**src/rtl/array_pkg.sv**
```systemverilog
// -----------------------------------------------------------------------------
// array_pkg
// Shared types for the 4x4 systolic array output path.
//   LANES / LANE_W : lane count and lane width of the array columns
//   lane_t         : one lane value
//   vec_t          : one packed result vector {y0,y1,y2,y3}, y0 in the MSBs
//   coll_state_t   : batch FSM states of the output collector
//   relu_vec()     : clamps every negative two's-complement lane of a vector to 0
// -----------------------------------------------------------------------------
package array_pkg;

    localparam int LANES  = 4;
    localparam int LANE_W = 16;

    typedef logic [LANE_W-1:0]       lane_t;
    typedef logic [LANES*LANE_W-1:0] vec_t;

    typedef enum logic [1:0] {
        IDLE    = 2'd0,
        COLLECT = 2'd1,
        DRAIN   = 2'd2,
        DONE    = 2'd3
    } coll_state_t;

    // Lane k occupies bits [k*LANE_W +: LANE_W]; its MSB is the sign bit.
    function automatic vec_t relu_vec(input vec_t v);
        vec_t r;
        r = '0;
        for (int k = 0; k < LANES; k++) begin
            if (v[k*LANE_W + LANE_W - 1]) begin
                r[k*LANE_W +: LANE_W] = '0;
            end else begin
                r[k*LANE_W +: LANE_W] = v[k*LANE_W +: LANE_W];
            end
        end
        return r;
    endfunction

endpackage

```
**src/rtl/result_fifo.sv**
```systemverilog
// -----------------------------------------------------------------------------
// result_fifo
// Synchronous FIFO holding realigned result vectors. The caller qualifies push
// and pop (push may be asserted while full only together with pop). Head entry
// is read straight from the storage registers.
// Ports:
//   clk, rst        posedge clock, asynchronous active-high reset
//   push, wr_data   write one entry
//   pop             remove the head entry
//   rd_data         head entry
//   full, empty     occupancy flags decoded from the registered count
// -----------------------------------------------------------------------------
module result_fifo #(
    parameter int DATA_W = 64,
    parameter int DEPTH  = 8
) (
    input  logic              clk,
    input  logic              rst,
    input  logic              push,
    input  logic [DATA_W-1:0] wr_data,
    input  logic              pop,
    output logic [DATA_W-1:0] rd_data,
    output logic              full,
    output logic              empty
);

    localparam int AW = $clog2(DEPTH);
    localparam int CW = AW + 1;

    logic [DATA_W-1:0] mem_r [DEPTH];
    logic [AW-1:0]     wr_ptr_r;
    logic [AW-1:0]     rd_ptr_r;
    logic [CW-1:0]     count_r;

    // Storage and pointers; pointers wrap naturally because DEPTH is a power of 2.
    always_ff @(posedge clk or posedge rst) begin
        if (rst) begin
            for (int i = 0; i < DEPTH; i++) begin
                mem_r[i] <= '0;
            end
            wr_ptr_r <= '0;
            rd_ptr_r <= '0;
        end else begin
            if (push) begin
                mem_r[wr_ptr_r] <= wr_data;
                wr_ptr_r        <= wr_ptr_r + AW'(1);
            end
            if (pop) begin
                rd_ptr_r <= rd_ptr_r + AW'(1);
            end
        end
    end

    // Occupancy count; a simultaneous push and pop leaves it unchanged.
    always_ff @(posedge clk or posedge rst) begin
        if (rst) begin
            count_r <= '0;
        end else begin
            case ({push, pop})
                2'b10:   count_r <= count_r + CW'(1);
                2'b01:   count_r <= count_r - CW'(1);
                default: count_r <= count_r;
            endcase
        end
    end

    assign rd_data = mem_r[rd_ptr_r];
    assign full    = (count_r == CW'(DEPTH));
    assign empty   = (count_r == CW'(0));

endmodule

```
**src/rtl/array_out_collector.sv**
```systemverilog
// -----------------------------------------------------------------------------
// array_out_collector
// Realigns the skewed column outputs of the 4x4 systolic array into one vector
// per input vector, buffers them in a FIFO and hands them out on valid/ready.
// A batch FSM counts NUM_VEC vectors, waits for the FIFO to drain, then pulses
// batch_done.
// Optional build macro: COLLECTOR_RELU_EN -- negative lanes are clamped to 0 at
// the FIFO write port (no extra latency). Without it lanes are stored bit-exact.
// Ports:
//   clk, rst     posedge clock, asynchronous active-high reset
//   arr_out      skewed array output {y0,y1,y2,y3}, lane k lags lane 0 by k cycles
//   arr_out_en   lane 0 of arr_out is valid this cycle
//   m_data       head vector {r0,r1,r2,r3}
//   m_valid      m_data holds a vector
//   m_ready      consumer takes the vector when m_valid && m_ready
//   batch_done   one-cycle pulse when the batch has drained
//   overflow     sticky: a vector was dropped because the FIFO was full
//   vec_count    vectors counted into the current batch
// -----------------------------------------------------------------------------
module array_out_collector
    import array_pkg::*;
#(
    parameter int FIFO_DEPTH = 8,
    parameter int NUM_VEC    = 7
) (
    input  logic                      clk,
    input  logic                      rst,
    input  logic [LANES*LANE_W-1:0]   arr_out,
    input  logic                      arr_out_en,
    output logic [LANES*LANE_W-1:0]   m_data,
    output logic                      m_valid,
    input  logic                      m_ready,
    output logic                      batch_done,
    output logic                      overflow,
    output logic [7:0]                vec_count
);

    localparam logic [7:0] NUM_VEC_C = 8'(NUM_VEC);

    lane_t       y0_d1_r, y0_d2_r, y0_d3_r;
    lane_t       y1_d1_r, y1_d2_r;
    lane_t       y2_d1_r;
    logic [2:0]  en_pipe_r;

    vec_t        wr_raw_s;
    vec_t        wr_word_s;
    vec_t        head_s;
    logic        wr_en_s;
    logic        push_s;
    logic        pop_s;
    logic        count_push_s;
    logic        fifo_full_s;
    logic        fifo_empty_s;

    coll_state_t state_r;
    coll_state_t next_state_s;
    logic [7:0]  vec_count_r;
    logic        overflow_r;

    // Deskew pipes: lane k is held 3-k cycles so all four lanes line up with lane 3.
    always_ff @(posedge clk or posedge rst) begin
        if (rst) begin
            y0_d1_r   <= '0;
            y0_d2_r   <= '0;
            y0_d3_r   <= '0;
            y1_d1_r   <= '0;
            y1_d2_r   <= '0;
            y2_d1_r   <= '0;
            en_pipe_r <= 3'b000;
        end else begin
            y0_d1_r   <= arr_out[4*LANE_W-1 -: LANE_W];
            y0_d2_r   <= y0_d1_r;
            y0_d3_r   <= y0_d2_r;
            y1_d1_r   <= arr_out[3*LANE_W-1 -: LANE_W];
            y1_d2_r   <= y1_d1_r;
            y2_d1_r   <= arr_out[2*LANE_W-1 -: LANE_W];
            en_pipe_r <= {en_pipe_r[1:0], arr_out_en};
        end
    end

    assign wr_en_s  = en_pipe_r[2];
    assign wr_raw_s = {y0_d3_r, y1_d2_r, y2_d1_r, arr_out[LANE_W-1:0]};

`ifdef COLLECTOR_RELU_EN
    assign wr_word_s = relu_vec(wr_raw_s);
`else
    assign wr_word_s = wr_raw_s;
`endif

    // Handshake qualification; a full FIFO still accepts a word when it pops in the same cycle.
    always_comb begin
        pop_s        = !fifo_empty_s && m_ready;
        push_s       = wr_en_s && (!fifo_full_s || pop_s);
        count_push_s = push_s
                    && ((state_r == IDLE) || (state_r == COLLECT))
                    && (vec_count_r < NUM_VEC_C);
    end

    result_fifo #(
        .DATA_W (LANES*LANE_W),
        .DEPTH  (FIFO_DEPTH)
    ) u_fifo (
        .clk     (clk),
        .rst     (rst),
        .push    (push_s),
        .wr_data (wr_word_s),
        .pop     (pop_s),
        .rd_data (head_s),
        .full    (fifo_full_s),
        .empty   (fifo_empty_s)
    );

    // Sticky drop flag, cleared only by reset.
    always_ff @(posedge clk or posedge rst) begin
        if (rst) begin
            overflow_r <= 1'b0;
        end else if (wr_en_s && fifo_full_s && !pop_s) begin
            overflow_r <= 1'b1;
        end else begin
            overflow_r <= overflow_r;
        end
    end

    // Batch FSM state register.
    always_ff @(posedge clk or posedge rst) begin
        if (rst) begin
            state_r <= IDLE;
        end else begin
            state_r <= next_state_s;
        end
    end

    // Batch FSM next state. The count stops at NUM_VEC, so a word arriving in the
    // cycle where COLLECT sees the full count is written but not counted.
    always_comb begin
        next_state_s = state_r;
        case (state_r)
            IDLE: begin
                if (count_push_s) begin
                    next_state_s = COLLECT;
                end else begin
                    next_state_s = IDLE;
                end
            end
            COLLECT: begin
                if (vec_count_r == NUM_VEC_C) begin
                    next_state_s = DRAIN;
                end else begin
                    next_state_s = COLLECT;
                end
            end
            DRAIN: begin
                if (fifo_empty_s) begin
                    next_state_s = DONE;
                end else begin
                    next_state_s = DRAIN;
                end
            end
            DONE:    next_state_s = IDLE;
            default: next_state_s = IDLE;
        endcase
    end

    // Batch vector counter; cleared as DONE hands back to IDLE.
    always_ff @(posedge clk or posedge rst) begin
        if (rst) begin
            vec_count_r <= 8'd0;
        end else if (state_r == DONE) begin
            vec_count_r <= 8'd0;
        end else if (count_push_s) begin
            vec_count_r <= vec_count_r + 8'd1;
        end else begin
            vec_count_r <= vec_count_r;
        end
    end

    assign m_data     = head_s;
    assign m_valid    = !fifo_empty_s;
    assign batch_done = (state_r == DONE);
    assign overflow   = overflow_r;
    assign vec_count  = vec_count_r;

endmodule

```
**config.mk**
```make
export PLATFORM = sky130hd
export DESIGN_NAME = array_out_collector
export DESIGN_NICKNAME = d
export VERILOG_FILES = /design/src/rtl/array_pkg.sv /design/src/rtl/result_fifo.sv /design/src/rtl/array_out_collector.sv
export SDC_FILE = /design/constraint.sdc
export NUM_CORES = 1
export LEC_CHECK = 0
export CAP_MARGIN = 40
export CORE_MARGIN = 2
export CORE_UTILIZATION = 60
export CTS_BUF_LIST = sky130_fd_sc_hd__clkbuf_16
export DETAILED_ROUTE_END_ITERATION = 7
export PLACE_DENSITY = 0.8
export SYNTH_ARGS = -nofsm -noshare
export SYNTH_HDL_FRONTEND = slang
export SYNTH_SLANG_ARGS = --single-unit
export TNS_END_PERCENT = 5
```
**constraint.sdc**
```tcl
create_clock -name clk -period 22.9 [get_ports clk]
set_input_delay 2.29 -clock clk [delete_from_list [all_inputs] [get_ports clk]]
set_output_delay 2.29 -clock clk [all_outputs]
set_load 0.02 [all_outputs]
```
* After elaboration in Yosys (flattened, before gate mapping)
Index checks and enable logic that the tools add are counted.
** Cells by class
- Reductions and logical operators :: 16
- Muxes and demuxes :: 13
- Bitwise logic cells :: 2
- Equality and inequality tests :: 7
- Add/subtract/negate cells :: 5
- $mul :: 0
- Divide/modulo/power cells :: 0
- Order comparisons :: 4
- Shift operators :: 0
** Operator list (count)
- $bwmux 512 :: 1
- $bmux 64 s3 :: 1
- $demux 64 s3 :: 1
- $mux 64 :: 3
- $mux 8 :: 2
- $add 8x1->8 const B :: 1
- $eq 8x3->1 const B :: 1
- $ge 4x4->1 const B :: 2
- $lt 8x3->1 const B :: 1
- $not 3->4 :: 2
- $pmux 2 s4 :: 1
- $pmux 4 s2 :: 1
- $logic_and 1x1->1 :: 7
- $add 3x1->3 const B :: 2
- $eq 2x2->1 const B :: 3
- $add 4x1->4 const B :: 1
- $eq 2x1->1 const B :: 2
- $eq 4x4->1 const B :: 1
- $logic_not 4->1 :: 1
- $lt 4x1->1 const B :: 1
- $reduce_bool 2->1 :: 2
- $sub 4x1->4 const B :: 1
- $logic_not 1->1 :: 3
- $logic_not 2->1 :: 1
- 3 further kinds :: 5
** Storage, ports and cells
- Latch bits :: 0
- Bits of input ports :: 68
- Flip-flop bits (word level) :: 632
- Memories kept :: 0
- Logic and storage cells :: 68
- Memory bits (writable) :: 0
- Output and inout bits :: 75
- ROM bits :: 0

* Logic depth before layout (Yosys ltp)
- Depth after elaboration :: 9
- Depth in mapped cells :: 11
- Gate-level depth less buffers :: 11

* Modules after synthesis
Synthesis repeated with hierarchy kept, for this count alone.
** Unflattened totals
- Cell total of the unflattened synthesis :: 1510
- Area, all modules :: 26442.9 um^2
** By module, submodules not included
- result_fifo :: instances 1, cells each 1359, area an instance 23402.4 um^2
- array_out_collector :: instances 1, cells each 151, area an instance 3040.4 um^2

* Least setup slack after synthesis
OpenSTA, ideal clock, no wires.
- Path type :: register to output
- Start point :: reg u_fifo.rd_ptr_r[0]
- End point :: out m_data[48]
- Path slack :: 18.599 ns
- Cell stages (with the launch flop) :: 5
- Arrival time :: 2.011 ns
- Buffers on the path :: 2
- Cells stage by stage :: dfrtp_1 -> clkbuf_1 -> buf_1 -> mux4_2 -> mux2_2
** On the way
- Longest elaborated chain between the ends :: 4
** Ends and longest elaborated chain
- from (decl) :: line result_fifo.sv:32 : logic [AW-1:0] rd_ptr_r;
- from (signal assigned) :: line result_fifo.sv:49 : rd_ptr_r <= rd_ptr_r + AW'(1);
- $not 3->4 (implied by the code) :: line result_fifo.sv:67 : assign rd_data = mem_r[rd_ptr_r];
- $bmux 64 s3 :: line result_fifo.sv:67
- $mux 64 (implied by the code) (2 in series) :: line result_fifo.sv:67
- to (decl) :: line array_out_collector.sv:30 : output logic [LANES*LANE_W-1:0] m_data,
Every way passes these cells. The select of a mux whose other input is x is not followed.

* Worst setup path in the final report
- Start point :: reg u_fifo.rd_ptr_r[0]
- End point :: out m_data[19]
The elaborated chain is that of the path after synthesis.

==> results.yml <==
grt:
  grtUsageTotal: 0.244
  grt_overflow: 0
  grt_max_degree: 117
  grt_pass1_vias: 15400
  grt_pass1_wl_mm: 87.9
  antenna_found_initial: 0
worst_setup_path:
  cp-end-kind: "output port"
  critPathLaunchType: "register"
  cp.required_ns: 20.61
  critPathMaxFanout: 36
  cp.arrival_ns: 3.80
  crit_type: "reg -> out"
timing:
  report.final.hold_viol_count: 0
  fin_crit_sh: 0.266
  finClkSkew_ns: 0.0222
  maxSlewViolCount: 0
  worst_slew_pin_slew_ns: 0.854
  timing.setup.tns_ns: 0
  fmax_mhz: 164
  relSlewSlack: 0.431
  min_period_ns: 6.09
  grt_setup_unrepaired: "false"
  setup_viol_count_final: 0
yosys:
  syn_inst: 1509
  synth_top_area_frac: 0.592
  synth_edf_count: 0
  synth_area_leader_cell: "dfrtp_1"
  syn_nets: 1583
  syn_area_um2: 26700
  synth_area_leaders: "dfrtp_1 (59%), mux2_2 (19%), mux4_2 (11%), mux2_4 (6.7%), buf_2 (0.97%)"
  async_flop_share: 1.00
  synth_flop_cell: "dfrtp_1"
  synthDistinctLibCells: 42
  yosys_warnings: 0
  synth-seq-cells: 632
  syn_area_per_cell_um2: 17.7
  seq_area_frac_synth: 0.592
final_layout:
  mostFrequentLayoutCells: "dfrtp_1 (629), mux2_2 (458), clkdlybuf4s50_1 (142)"
  num-fill-cells: 2826
  final_cells: 2300
  layout-drive-gt1-share: 0.494
  nets: 1735
  final_common_cell: "dfrtp_1"
  diodes: 0
  syn_to_final_growth_pct: 15.7
floorplan:
  initial_core_util: 0.605
  die-area_um2: 46200
  pin_count: 143
  fp.dieH_um: 215
  rows: 77
  fp.coreArea_um2: 44100
  fp.dieW_um: 215
place:
  io_buffers: 142
  place_inst: 2185
  dp_hpwl_mm: 30.0
  gp_congestion: 0.715
drt:
  wl_per_cell_um: 23.4
  viasPerCell: 5.98
  postRouteAntennaNets: 0
  drt_iter0_markers: 921
  vias: 13800
  drt_first_pass_iters: 4
  drt-total-wl_mm: 53.9
  drc: 0
clock_network:
  cts.root.buffer_cell: "clkbuf_16"
  clk_pin_slew_ns: 0.06
  ctsHoldBuffers: 0
  clk_latency_ns: 0.59
  cts_max_level: 3
  cts_tree: "yes"
  cts.sinks: 632
  numCtsBuffers: 66
  cts_setup_buffers: 0
  post_cts_resize_count: 0
  clock_path_buffers: 3
pwr:
  p_per_area_nw_per_um2: 161
  peakVddDrop_v: 0.0000933
  p_leak_uw: 0.0137
outcome:
  status: "finished clean"
min_path:
  hold_class: "reg -> reg"
flow_run:
  max_cap_violations: 0
==> layer usage <==
| metal | wire length, um | GRT usage | part of all wire |
|---|---|---|---|
| met5 | 0 | 0 | 0 |
| met2 | 26900 | 0.402 | 0.50 |
| met1 | 23900 | 0.341 | 0.44 |
| met4 | 1090 | 0.0651 | 0.020 |
| met3 | 2030 | 0.0452 | 0.038 |
==> where the power goes <==
part | internal (uW) | total (uW) | leakage, uW | switching [uW]
sequential | 1600 | 1910 | 0.00756 | 310
combinational | 1250 | 2040 | 0.00502 | 793
clock | 602 | 1030 | 0.00107 | 425
==> per-stage QoR <==
step	hold WS [ns]	cell area (um^2)	util	total power, uW	worst slack, ns
after floorplan	0.331	26700	-	3320	2.91
after detailed placement	0.335	28800	0.654	3970	17.36
after CTS	0.340	30900	0.701	5020	16.72
final	0.342	30900	0.701	4980	16.81
after global routing	0.352	30900	0.701	5230	16.60
after global placement	0.332	28600	0.648	3860	17.19
==> worst paths after layout <==
kind / depth (start not counted) / slack, ns / end / startpoint
setup / recovery: 5 / 16.81 / m_data[19] / u_fifo.rd_ptr_r[0]
hold / removal: 0 / 0.34 / y0_d3_r[4] / y0_d2_r[4]
setup reg to reg: 7 / 19.74 / u_fifo.mem_r[215] / u_fifo.count_r[1]
hold reg to reg: 0 / 0.34 / y0_d3_r[4] / y0_d2_r[4]
max in group asynchronous: 5 / 18.72 / u_fifo.mem_r[87] / rst
min in group asynchronous: 2 / 2.24 / y0_d1_r[9] / rst
==> kinds of logic after synthesis <==
family                   synth area share
XOR/XNOR                          0.00295
AO/OA/AOI/OAI                     0.00403
flip-flops                          0.592
AND/OR/NAND/NOR                   0.00946
adder cells (fa/ha/maj)           0.00281
multiplexers                        0.368
buffers and inverters              0.0203
==> state kept, by name, indices dropped and copies added, names as in the netlist, 3 cells and up, named ones only <==
register and flops:
en_pipe_r 3, u_fifo.count_r 4, u_fifo.mem_r 512, u_fifo.rd_ptr_r 3, u_fifo.wr_ptr_r 3, vec_count 8
y0_d1_r 16, y0_d2_r 16, y0_d3_r 16, y1_d1_r 16, y1_d2_r 16, y2_d1_r 16
==> synthesized netlist by cell type, types with 2 or more instances <==
cell and number:
nand2b_1 2, mux4_2 128, xnor2_1 6, buf_2 52, mux2_4 120, nor2_1 6, mux2_2 458, or4b_1 2
nor3b_1 2, inv_1 6, nand4_1 4, clkbuf_1 23, nand4b_1 3, a31o_2 2, dfrtp_1 632, ha_1 6
xor2_1 3, o21ai_0 3, and2_1 4, buf_1 4, a21oi_1 3, nand2_1 8, buf_6 13
==> critical path: stages, from the launching register on <==
cell,delay [ns]
dfrtp_4,0.93
buf_4,0.51
buf_16,0.31
mux4_2,0.55
mux2_2,0.27
clkdlybuf4s50_1,0.60
==> area by class of cell <==
cell class,instances,area [um^2],area share
clock buffer,71,1780,0.0575
clock inverter,44,302,0.00975
inverter,7,33.8,0.00109
multi-input combinational,777,10400,0.335
sequential,632,15800,0.512
tap,592,741,0.0240
timing repair buffer,177,1870,0.0605
No activity file was read; power rests on OpenSTA's default activity.
